**src/rtl/pwm_capture.sv**
```systemverilog
// pwm_capture: receive-side PWM decoder.
//   Synchronizes an asynchronous PWM input, then measures each complete PWM
//   cycle (rise to next rise) in clk cycles. It publishes period and high
//   time with a one-cycle valid strobe. It flags a stuck input when no
//   complete cycle is seen within 2^WIDTH-1 cycles.
// Ports:
//   clk          system clock, posedge
//   reset        asynchronous active-low reset
//   pwm_in       asynchronous PWM input
//   enable       measurement enable; low forces IDLE and clears counters
//   period       last measured period (clk cycles)
//   duty         last measured high time (clk cycles)
//   valid        one-cycle strobe when period/duty update
//   stuck        no complete cycle within 2^WIDTH-1 cycles
//   stuck_level  synchronized input level when stuck was raised
module pwm_capture #(
    parameter int WIDTH       = 8,
    parameter int SYNC_STAGES = 2   // must be >= 2
) (
    input  logic             clk,
    input  logic             reset,
    input  logic             pwm_in,
    input  logic             enable,
    output logic [WIDTH-1:0] period,
    output logic [WIDTH-1:0] duty,
    output logic             valid,
    output logic             stuck,
    output logic             stuck_level
);

    localparam logic [1:0] IDLE = 2'd0;
    localparam logic [1:0] HIGH = 2'd1;
    localparam logic [1:0] LOW  = 2'd2;

    localparam logic [WIDTH-1:0] CNT_MAX = '1;
    localparam logic [WIDTH-1:0] CNT_ONE = WIDTH'(1);

    logic [SYNC_STAGES-1:0] sync_q;
    logic                   s_pwm;
    logic                   s_prev;
    logic                   rise;
    logic                   fall;
    logic [1:0]             state;
    logic [WIDTH-1:0]       cnt;
    logic [WIDTH-1:0]       hcnt;

    // Synchronizer and edge-detect flop keep running while disabled, so that
    // s_prev is valid on re-enable and no false edge appears then.
    always_ff @(posedge clk or negedge reset) begin
        if (!reset) begin
            sync_q <= '0;
            s_prev <= 1'b0;
        end else begin
            sync_q <= {sync_q[SYNC_STAGES-2:0], pwm_in};
            s_prev <= s_pwm;
        end
    end

    assign s_pwm = sync_q[SYNC_STAGES-1];
    assign rise  = s_pwm & ~s_prev;
    assign fall  = ~s_pwm & s_prev;

    // cnt doubles as the idle-cycle counter in IDLE. It saturates there, so
    // the stuck flag is raised once per IDLE entry and never wraps.
    always_ff @(posedge clk or negedge reset) begin
        if (!reset) begin
            state       <= IDLE;
            cnt         <= '0;
            hcnt        <= '0;
            period      <= '0;
            duty        <= '0;
            valid       <= 1'b0;
            stuck       <= 1'b0;
            stuck_level <= 1'b0;
        end else begin
            valid <= 1'b0;
            if (!enable) begin
                state <= IDLE;
                cnt   <= '0;
                hcnt  <= '0;
            end else begin
                case (state)
                    IDLE: begin
                        if (rise) begin
                            state <= HIGH;
                            cnt   <= CNT_ONE;
                            hcnt  <= CNT_ONE;
                        end else if (cnt != CNT_MAX) begin
                            cnt <= cnt + CNT_ONE;
                            if (cnt == CNT_MAX - CNT_ONE) begin
                                stuck       <= 1'b1;
                                stuck_level <= s_pwm;
                            end
                        end
                    end
                    HIGH: begin
                        // A rise cannot occur while high, so saturation
                        // is checked first here.
                        if (cnt == CNT_MAX) begin
                            stuck       <= 1'b1;
                            stuck_level <= s_pwm;
                            state       <= IDLE;
                            cnt         <= '0;
                            hcnt        <= '0;
                        end else if (fall) begin
                            state <= LOW;
                            cnt   <= cnt + CNT_ONE;
                        end else begin
                            cnt  <= cnt + CNT_ONE;
                            hcnt <= hcnt + CNT_ONE;
                        end
                    end
                    LOW: begin
                        // A rise takes priority over saturation. That lets
                        // a period of exactly CNT_MAX complete normally.
                        if (rise) begin
                            period <= cnt;
                            duty   <= hcnt;
                            valid  <= 1'b1;
                            stuck  <= 1'b0;
                            state  <= HIGH;
                            cnt    <= CNT_ONE;
                            hcnt   <= CNT_ONE;
                        end else if (cnt == CNT_MAX) begin
                            stuck       <= 1'b1;
                            stuck_level <= s_pwm;
                            state       <= IDLE;
                            cnt         <= '0;
                            hcnt        <= '0;
                        end else begin
                            cnt <= cnt + CNT_ONE;
                        end
                    end
                    default: begin
                        state <= IDLE;
                        cnt   <= '0;
                        hcnt  <= '0;
                    end
                endcase
            end
        end
    end

endmodule

```
**config.mk**
```make
export PLATFORM = sky130hd
export DESIGN_NAME = pwm_capture
export DESIGN_NICKNAME = d
export VERILOG_FILES = /design/src/rtl/pwm_capture.sv
export SDC_FILE = /design/constraint.sdc
export NUM_CORES = 1
export LEC_CHECK = 0
export ABC_AREA = 1
export CAP_MARGIN = 25
export CORE_UTILIZATION = 50
export CTS_CLUSTER_SIZE = 12
export DETAILED_ROUTE_END_ITERATION = 10
export GPL_TIMING_DRIVEN = 0
export HOLD_SLACK_MARGIN = 0.15
export MAX_ROUTING_LAYER = met4
export PLACE_DENSITY = 0.75
export SLEW_MARGIN = 10
export SYNTH_ARGS = -nofsm -noshare
export SYNTH_HDL_FRONTEND = slang
export SYNTH_SLANG_ARGS = --single-unit
```
**constraint.sdc**
```tcl
create_clock -name clk -period 1.6 [get_ports clk]
set_input_delay 0.4 -clock clk [delete_from_list [all_inputs] [get_ports clk]]
set_output_delay 0.4 -clock clk [all_outputs]
set_load 0.02 [all_outputs]
```
==> Implementation_results.wiki, run 1 <==
{| class="wikitable"
! Metric !! Value
|-
| Run status || complete, but fails checks
|-
| Violated checks || setup timing
|-
| Unrepaired setup endpoints after global routing || true
|-
| Main combinational cell family by area after synthesis || simple AND/OR/NAND/NOR gates
|-
| CTS Root Buffer Type || sky130_fd_sc_hd__clkbuf_8
|-
| Source-to-sink clock delay at the later pin of the worst-skew pair || 290 ps
|-
| Share of cell area taken by muxes after synthesis || 0%
|-
| CTS Sinks || 40
|-
| Post-Route Skew || 6.76 ps
|-
| Cell with the biggest individual delay on the critical path || sky130_fd_sc_hd__dfrtp_1
|-
| Minimum clock period || 1610 ps
|-
| Layout Utilization || 65.9%
|-
| Horiz. Die Dim || 67.1 um
|-
| Final Instance Area || 0.00265 mm2
|-
| CP endpoint kind || flip-flop
|-
| Data required time at the worst endpoint || 1840 ps
|-
| Number of nets produced by synthesis || 277
|-
| Syn. warnings || 0
|-
| Clock transition at the register clock pins on the worst setup and hold paths after CTS || 80 ps
|-
| Total vias in the final route || 1,832
|-
| All-layer global routing usage || 23.3%
|-
| H-tree depth reported by CTS || 2
|-
| Quantity of I/O buffers inserted on ports || 21
|-
| Final antenna-violating net count || 0
|-
| Iteration count of the initial detailed-routing pass || 4
|-
| Reg-to-Reg Start || cnt[0]
|-
| Maximum number of pins on one net before global-route repair || 27
|-
| Initial antenna violation count || 0
|-
| Measured slew at the worst slew-check pin || 367 ps
|-
| Post-Syn Area per Cell || 7.95 um2
|-
| Worst reg2reg path depth || 10
|-
| Relative slew slack || 75.5%
|-
| Worst hold path cell count || 0
|-
| Instance area after placement || 0.00240 mm2
|-
| Synthesized-area fraction occupied by ao, oa, aoi and oai cells || 8.87%
|-
| Xor and xnor fraction of the mapped netlist area || 0.828%
|-
| Peak supply drop || 694 uV
|-
| Post-detailed-route wirelength per cell || 12.9 um
|-
| Via count normalized by instance count || 5.12
|-
| Routability congestion estimate from global placement || 0.885
|-
| Min-delay worst type || reg -> reg
|-
| Post-synthesis share of cell area spent on full adders, half adders and majority gates || 4.14%
|-
| Die area || 0.00450 mm2
|-
| Total grt overflow || 0
|-
| Critical path start-end classification || reg -> reg
|-
| Number of global-route vias before repair || 1,670
|-
| # DRC || 0
|-
| First-pass GRT wire length || 7.52 mm
|-
| Distinct cells, synth || 26
|-
| Share of cells above drive strength 1 || 19.2%
|-
| Maximum fanout along the worst path || 5
|-
| Highest clock rate || 622 MHz
|-
| Core outline area || 0.00403 mm2
|-
| Clock tree from TritonCTS || yes
|-
| Arrival time of data at the critical path endpoint || 1840 ps
|-
| Final HPWL DP || 3.17 mm
|-
| Count of final hold-check violations || 0
|-
| Series of cell instances along the critical path || ha_2 -> nand2_2 -> nor2_4 -> nand2_4 -> nand3_2 -> nand2_2 -> nor2_4 -> buf_4 -> nand3_1 -> nand2_1
|-
| Startpoint types || flip-flop
|-
| Number of diodes || 0
|-
| Vertical extent of the die || 67.1 um
|-
| Standard-cell rows || 23
|-
| Crit. Startpoint || cnt[0]
|-
| Fraction of the mapped netlist area in simple logic gates || 30.6%
|-
| Final layout net count || 318
|-
| Post-synthesis register bit count || 40
|-
| Fill cell instance count of the final layout || 346
|-
| Fin crit share || 100%
|-
| Final setup violating endpoints || 3
|-
| Post-Route WL || 4.61 mm
|-
| Origin of the worst min-delay path || sync_q[0]
|-
| Commonest cells after routing, fill and taps aside || 69 x sky130_fd_sc_hd__nand2_1, 40 x sky130_fd_sc_hd__dfrtp_1, 27 x sky130_fd_sc_hd__nand3_1, 25 x sky130_fd_sc_hd__inv_1
|-
| Clock buffer count from CTS || 5
|-
| Starting utilization of the core area || 52.5%
|-
| Critical path's largest stage delay || 390 ps
|-
| Iteration-0 DRC count of the detailed router || 109
|-
| Number of maximum-capacitance constraint violations || 0
|-
| Area growth, synth to finish || 25.4%
|-
| Final WS setup || -7.75 ps
|-
| Power per standard cell area || 1420 mW/mm2
|-
| Total standard cell area after synthesis || 0.00212 mm2
|-
| IO Count || 23
|-
| Reported leakage power || 1.32 nW
|-
| Proportion of synthesized chip area in sequential cells || 47.3%
|-
| Most common cell after layout, fill and taps aside || sky130_fd_sc_hd__nand2_1
|-
| Cell count after synthesis || 266
|-
| Clock tree buffer depth || 2
|-
| Number of slew-limit violations in the final report || 0
|}
-- sequential cells by signal, indices dropped and copies added, names as in the netlist --
name,count
cnt,8
duty,8
hcnt,8
period,8
state,2
sync_q,2
s_prev,1
stuck,1
stuck_level,1
valid,1
-- where the power goes --
part	internal [mW]	switching, mW
clock network	0.462	0.371
registers	1.24	0.140
logic	0.614	0.946
-- final timing paths --
check / to / slack [ps]
min in group asynchronous: state[0] / 540
max in group asynchronous: hcnt[1] / 610
min reg2reg: sync_q[1] / 360
max reg2reg: hcnt[5] / -8
min: sync_q[1] / 360
max: hcnt[5] / -8
-- layer usage --
metal  global-route usage, %  part of all wire, %
met1                    30.2                   46
met2                    35.4                   48
met3                    5.99                  4.3
met4                    7.45                  1.6
met5                       -                    0
-- worst max-delay path, delay by kind of cell (launching register included) --
| kind | cells | cell delay (ps) |
|---|---|---|
| adder cells (fa/ha/maj) | 1 | 210 |
| buffers and inverters | 1 | 160 |
| flip-flops | 1 | 390 |
| AND/OR/NAND/NOR | 8 | 790 |
-- cell families (layout without fill, tap and decap cells) --
| kind of cell | Yosys count | in the layout |
|---|---|---|
| simple gates | 142 | 142 |
| flops | 40 | 40 |
| buf+inv | 39 | 81 |
| compound gates | 36 | 36 |
| fa+ha+maj | 7 | 7 |
| xor+xnor | 2 | 2 |
-- repair_timing --
item	4_1_cts	5_1_grt
hold endpoints to repair	14	0
cloned	0	1
hold buffers	1	0
gates resized for setup	25	15
setup endpoints to repair	47	36
pin swaps	0	8
setup buffers	0	11
-- cell type report --
| class | count | area (um2) | area share, % |
|---|---|---|---|
| buffer | 8 | 60.1 | 2.26 |
| sequential | 40 | 1000 | 37.7 |
| tap | 50 | 62.6 | 2.36 |
| multi-input combinational | 187 | 1000 | 37.7 |
| timing repair buffer | 35 | 305 | 11.5 |
| clock buffer | 5 | 68.8 | 2.59 |
| inverter | 30 | 113 | 4.24 |
| clock inverter | 3 | 42.5 | 1.60 |
-- cell usage after synthesis --
master / n / area, um2
sky130_fd_sc_hd__buf_6: 2 / 22.5
sky130_fd_sc_hd__clkbuf_2: 1 / 5.00
sky130_fd_sc_hd__o21ai_0: 19 / 95.1
sky130_fd_sc_hd__inv_1: 26 / 97.6
sky130_fd_sc_hd__nand2_2: 2 / 12.5
sky130_fd_sc_hd__dfrtp_1: 40 / 1000
sky130_fd_sc_hd__ha_1: 7 / 87.6
sky130_fd_sc_hd__nand2_1: 71 / 267
sky130_fd_sc_hd__a21oi_1: 5 / 25.0
sky130_fd_sc_hd__clkbuf_1: 1 / 3.75
sky130_fd_sc_hd__a2bb2oi_1: 1 / 8.76
sky130_fd_sc_hd__nor2_2: 4 / 25.0
sky130_fd_sc_hd__nand3b_1: 1 / 7.51
sky130_fd_sc_hd__nor3_1: 4 / 20.0
sky130_fd_sc_hd__nand3_1: 28 / 140
sky130_fd_sc_hd__inv_2: 4 / 15.0
sky130_fd_sc_hd__nand2_4: 1 / 11.3
sky130_fd_sc_hd__buf_2: 3 / 15.0
sky130_fd_sc_hd__nand3_2: 1 / 10.0
sky130_fd_sc_hd__nor2_4: 4 / 45.0
sky130_fd_sc_hd__nand4_1: 5 / 31.3
sky130_fd_sc_hd__buf_4: 2 / 15.0
sky130_fd_sc_hd__o21ai_1: 10 / 50.1
sky130_fd_sc_hd__nor2_1: 21 / 78.8
sky130_fd_sc_hd__xor2_1: 2 / 17.5
sky130_fd_sc_hd__a21oi_2: 1 / 8.76
-- through the flow --
stage	setup slack [ps]	TNS (ps)	power [mW]	instances	hold slack, ps
finish	-7.75	-15.2	3.77	358	358
global route	-120	-1350	4.05	358	381
CTS	19.2	0	3.61	346	361
detailed placement	-228	-2170	2.88	338	334
global placement	-823	-34940	2.84	337	339
floorplan	93.3	0	2.32	266	104
Power figures use the tool's default switching activity.
==> run 2: changes to the inputs <==
--- a/config.mk
+++ b/config.mk
@@ -7,13 +7,13 @@
 export LEC_CHECK = 0
 export ABC_AREA = 1
 export CAP_MARGIN = 25
-export CORE_UTILIZATION = 50
+export CORE_UTILIZATION = 55
 export CTS_CLUSTER_SIZE = 12
 export DETAILED_ROUTE_END_ITERATION = 10
 export GPL_TIMING_DRIVEN = 0
 export HOLD_SLACK_MARGIN = 0.15
 export MAX_ROUTING_LAYER = met4
-export PLACE_DENSITY = 0.75
+export PLACE_DENSITY = 0.78
 export SLEW_MARGIN = 10
 export SYNTH_ARGS = -nofsm -noshare
 export SYNTH_HDL_FRONTEND = slang
==> constraint.sdc (replaced) <==
create_clock -name clk -period 1.5 [get_ports clk]
set_input_delay 0.375 -clock clk [delete_from_list [all_inputs] [get_ports clk]]
set_output_delay 0.375 -clock clk [all_outputs]
set_load 0.02 [all_outputs]
==> Implementation_results.wiki, run 2 (synthesized netlist as in run 1, its figures left out) <==
{| class="wikitable"
! Metric !! Value
|-
| Number of maximum-capacitance constraint violations || 0 (unchanged)
|-
| Violated checks || setup timing (unchanged)
|-
| # DRC || 0 (unchanged)
|-
| Relative slew slack || 73.5% (was 75.5%)
|-
| IO Count || 23 (unchanged)
|-
| Iteration count of the initial detailed-routing pass || 4 (unchanged)
|-
| Clock tree buffer depth || 2 (unchanged)
|-
| Most common cell after layout, fill and taps aside || sky130_fd_sc_hd__nand2_1 (unchanged)
|-
| Cell with the biggest individual delay on the critical path || sky130_fd_sc_hd__dfrtp_1 (unchanged)
|-
| Run status || complete, but fails checks (unchanged)
|-
| Final WS setup || -79.3 ps (was -7.75 ps)
|-
| Instance area after placement || 0.00241 mm2 (was 0.00240 mm2)
|-
| FF-to-FF setup slack || -80 ps (was -8 ps)
|-
| Number of slew-limit violations in the final report || 0 (unchanged)
|-
| Via count normalized by instance count || 5.29 (was 5.12)
|-
| Startpoint types || flip-flop (unchanged)
|-
| Measured slew at the worst slew-check pin || 397 ps (was 367 ps)
|-
| Commonest cells after routing, fill and taps aside || 67 x sky130_fd_sc_hd__nand2_1, 39 x sky130_fd_sc_hd__dfrtp_1, 24 x sky130_fd_sc_hd__inv_1, 24 x sky130_fd_sc_hd__nand3_1 (was 69 x sky130_fd_sc_hd__nand2_1, 40 x sky130_fd_sc_hd__dfrtp_1, 27 x sky130_fd_sc_hd__nand3_1, 25 x sky130_fd_sc_hd__inv_1)
|-
| Final antenna-violating net count || 0 (unchanged)
|-
| Core outline area || 0.00369 mm2 (was 0.00403 mm2)
|-
| Final setup violating endpoints || 10 (was 3)
|-
| Minimum clock period || 1580 ps (was 1610 ps)
|-
| Count of final hold-check violations || 0 (unchanged)
|-
| Quantity of I/O buffers inserted on ports || 21 (unchanged)
|-
| First-pass GRT wire length || 8.18 mm (was 7.52 mm)
|-
| Standard-cell rows || 22 (was 23)
|-
| Family with the most delay on the worst path || simple AND/OR/NAND/NOR gates (unchanged)
|-
| Most numerous cell on the critical path || sky130_fd_sc_hd__nand2_2
|-
| Data required time at the worst endpoint || 1740 ps (was 1840 ps)
|-
| Min Hold Slack || 359 ps (was 358 ps)
|-
| CTS Root Buffer Type || sky130_fd_sc_hd__clkbuf_8 (unchanged)
|-
| Final layout net count || 322 (was 318)
|-
| Worst hold path cell count || 0 (unchanged)
|-
| Maximum fanout along the worst path || 10 (was 5)
|-
| Final standard cell count with taps included and fillers excluded || 360 (was 358)
|-
| Total grt overflow || 0 (unchanged)
|-
| Final Instance Area || 0.00277 mm2 (was 0.00265 mm2)
|-
| Post-Route WL || 5.15 mm (was 4.61 mm)
|-
| Vertical extent of the die || 64.0 um (was 67.1 um)
|-
| Reg-to-Reg Start || cnt[0] (unchanged)
|-
| Unrepaired setup endpoints after global routing || true (unchanged)
|-
| Placed Cells || 336 (was 338)
|-
| Share of cells above drive strength 1 || 23.1% (was 19.2%)
|-
| Critical path start-end classification || reg -> reg (unchanged)
|-
| Number of diodes || 0 (unchanged)
|-
| Arrival time of data at the critical path endpoint || 1820 ps (was 1840 ps)
|-
| Series of cell instances along the critical path || ha_2 -> nand2_2 -> nor2_4 -> nand2_4 -> buf_6 -> nand3_1 -> nor3_1 -> nand2_2 -> o21ai_1 (was ha_2 -> nand2_2 -> nor2_4 -> nand2_4 -> nand3_2 -> nand2_2 -> nor2_4 -> buf_4 -> nand3_1 -> nand2_1)
|-
| Setup TNS || -324 ps (was -15.2 ps)
|-
| Min-delay worst type || reg -> reg (unchanged)
|-
| Critical path's largest stage delay || 390 ps (about the same)
|-
| Number of global-route vias before repair || 1,822 (was 1,670)
|-
| Starting utilization of the core area || 57.4% (was 52.5%)
|-
| CP Buf/Inv Count || 1 (unchanged)
|-
| Post-detailed-route wirelength per cell || 14.3 um (was 12.9 um)
|-
| Worst Setup Slack post-DPL || -149 ps (was -228 ps)
|-
| Iteration-0 DRC count of the detailed router || 125 (was 109)
|-
| Maximum number of pins on one net before global-route repair || 26 (was 27)
|-
| Reported leakage power || 1.37 nW (was 1.32 nW)
|-
| Clock transition at the register clock pins on the worst setup and hold paths after CTS || 80 ps (about the same)
|-
| Highest clock rate || 633 MHz (was 622 MHz)
|-
| Origin of the worst min-delay path || sync_q[0] (unchanged)
|-
| Source-to-sink clock delay at the later pin of the worst-skew pair || 300 ps (was 290 ps)
|-
| Worst reg2reg path depth || 9 (was 10)
|-
| Initial antenna violation count || 0 (unchanged)
|-
| Peak supply drop || 1170 uV (was 694 uV)
|-
| Horiz. Die Dim || 64.0 um (was 67.1 um)
|-
| Routability congestion estimate from global placement || 0.895 (was 0.885)
|-
| Post-Route Skew || 11.7 ps (was 6.76 ps)
|-
| Total vias in the final route || 1,903 (was 1,832)
|-
| Final HPWL DP || 3.24 mm (was 3.17 mm)
|-
| CTS Sinks || 40 (unchanged)
|-
| Area growth, synth to finish || 30.9% (was 25.4%)
|-
| CP endpoint kind || flip-flop (unchanged)
|-
| H-tree depth reported by CTS || 2 (unchanged)
|-
| Power per standard cell area || 1520 mW/mm2 (was 1420 mW/mm2)
|-
| Clock tree from TritonCTS || yes (unchanged)
|-
| Worst Hold Path EP || sync_q[1] (unchanged)
|-
| Stages on the worst setup path || 9 (was 10)
|-
| Clock buffer count from CTS || 5 (unchanged)
|-
| Endpoint of the lowest-slack register-to-register path || hcnt[2] (was hcnt[5])
|-
| Fin crit share || 105% (was 100%)
|-
| All-layer global routing usage || 27.2% (was 23.3%)
|-
| Die area || 0.00410 mm2 (was 0.00450 mm2)
|}
==> run 2: cell types whose count changed in the layout (fill, tap and decap cells not counted), sizes merged <==
cell / change
buf: +4
clkbuf: +1
clkinvlp: -1
==> run 2: metrics by stage <==
stage | utilization, % | total power [mW]
after detailed placement | 65.3 | 3.07
after CTS | 72.0 | 4.05
after floorplan | - | 2.48
after global routing | 75.1 | 4.47
after global placement | 64.7 | 3.03
final | 75.1 | 4.21
==> run 2: worst register-to-register path: stages, from the launching register on <==
cell	delay [ps]
sky130_fd_sc_hd__dfrtp_1	390
sky130_fd_sc_hd__ha_2	200
sky130_fd_sc_hd__nand2_2	100
sky130_fd_sc_hd__nor2_4	50
sky130_fd_sc_hd__nand2_4	140
sky130_fd_sc_hd__buf_6	170
sky130_fd_sc_hd__nand3_1	90
sky130_fd_sc_hd__nor3_1	240
sky130_fd_sc_hd__nand2_2	80
sky130_fd_sc_hd__o21ai_1	80
==> run 2: power by group <==
group	total (mW)	switching (mW)	internal, mW
clock network	0.876	0.382	0.494
logic	1.84	1.09	0.759
registers	1.49	0.168	1.33
==> run 2: how the worst max path moves through the flow <==
stage / endpoint / start
2_1_floorplan: cnt[3] / state[0]
3_3_place_gp: cnt[7] / reset
3_5_place_dp: period[7] / state[0]
4_1_cts: hcnt[4] / cnt[0]
5_1_grt: hcnt[7] / cnt[0]
6_report: hcnt[2] / cnt[0]
==> run 2: per-layer routing <==
metal	wire length, um	vias to the layer above	share of wire [%]	track usage [%]
li1	-	941	-	-
met1	2310	901	45	33.9
met2	2560	50	50	43.2
met3	207	11	4.0	5.71
met4	83	0	1.6	10.5
met5	0	-	0	-
==> run 2: repair_timing <==
| action | 4_1_cts | 5_1_grt |
|---|---|---|
| hold endpoints to repair | 15 | 0 |
| setup endpoints to repair | 55 | 35 |
| hold buffers | 1 | 0 |
| cloned | 1 | 0 |
| resized for setup | 43 | 24 |
| buffers inserted | 9 | 5 |
| pin swaps | 11 | 7 |
==> run 2: area by class of cell <==
type | count | area (um2)
tap | 48 | 60.1
multi-input combinational | 187 | 1060
fill | 278 | 920
clock inverter | 2 | 35.0
sequential | 40 | 1000
timing repair buffer | 38 | 335
clock buffer | 6 | 72.6
buffer | 9 | 83.8
inverter | 30 | 115
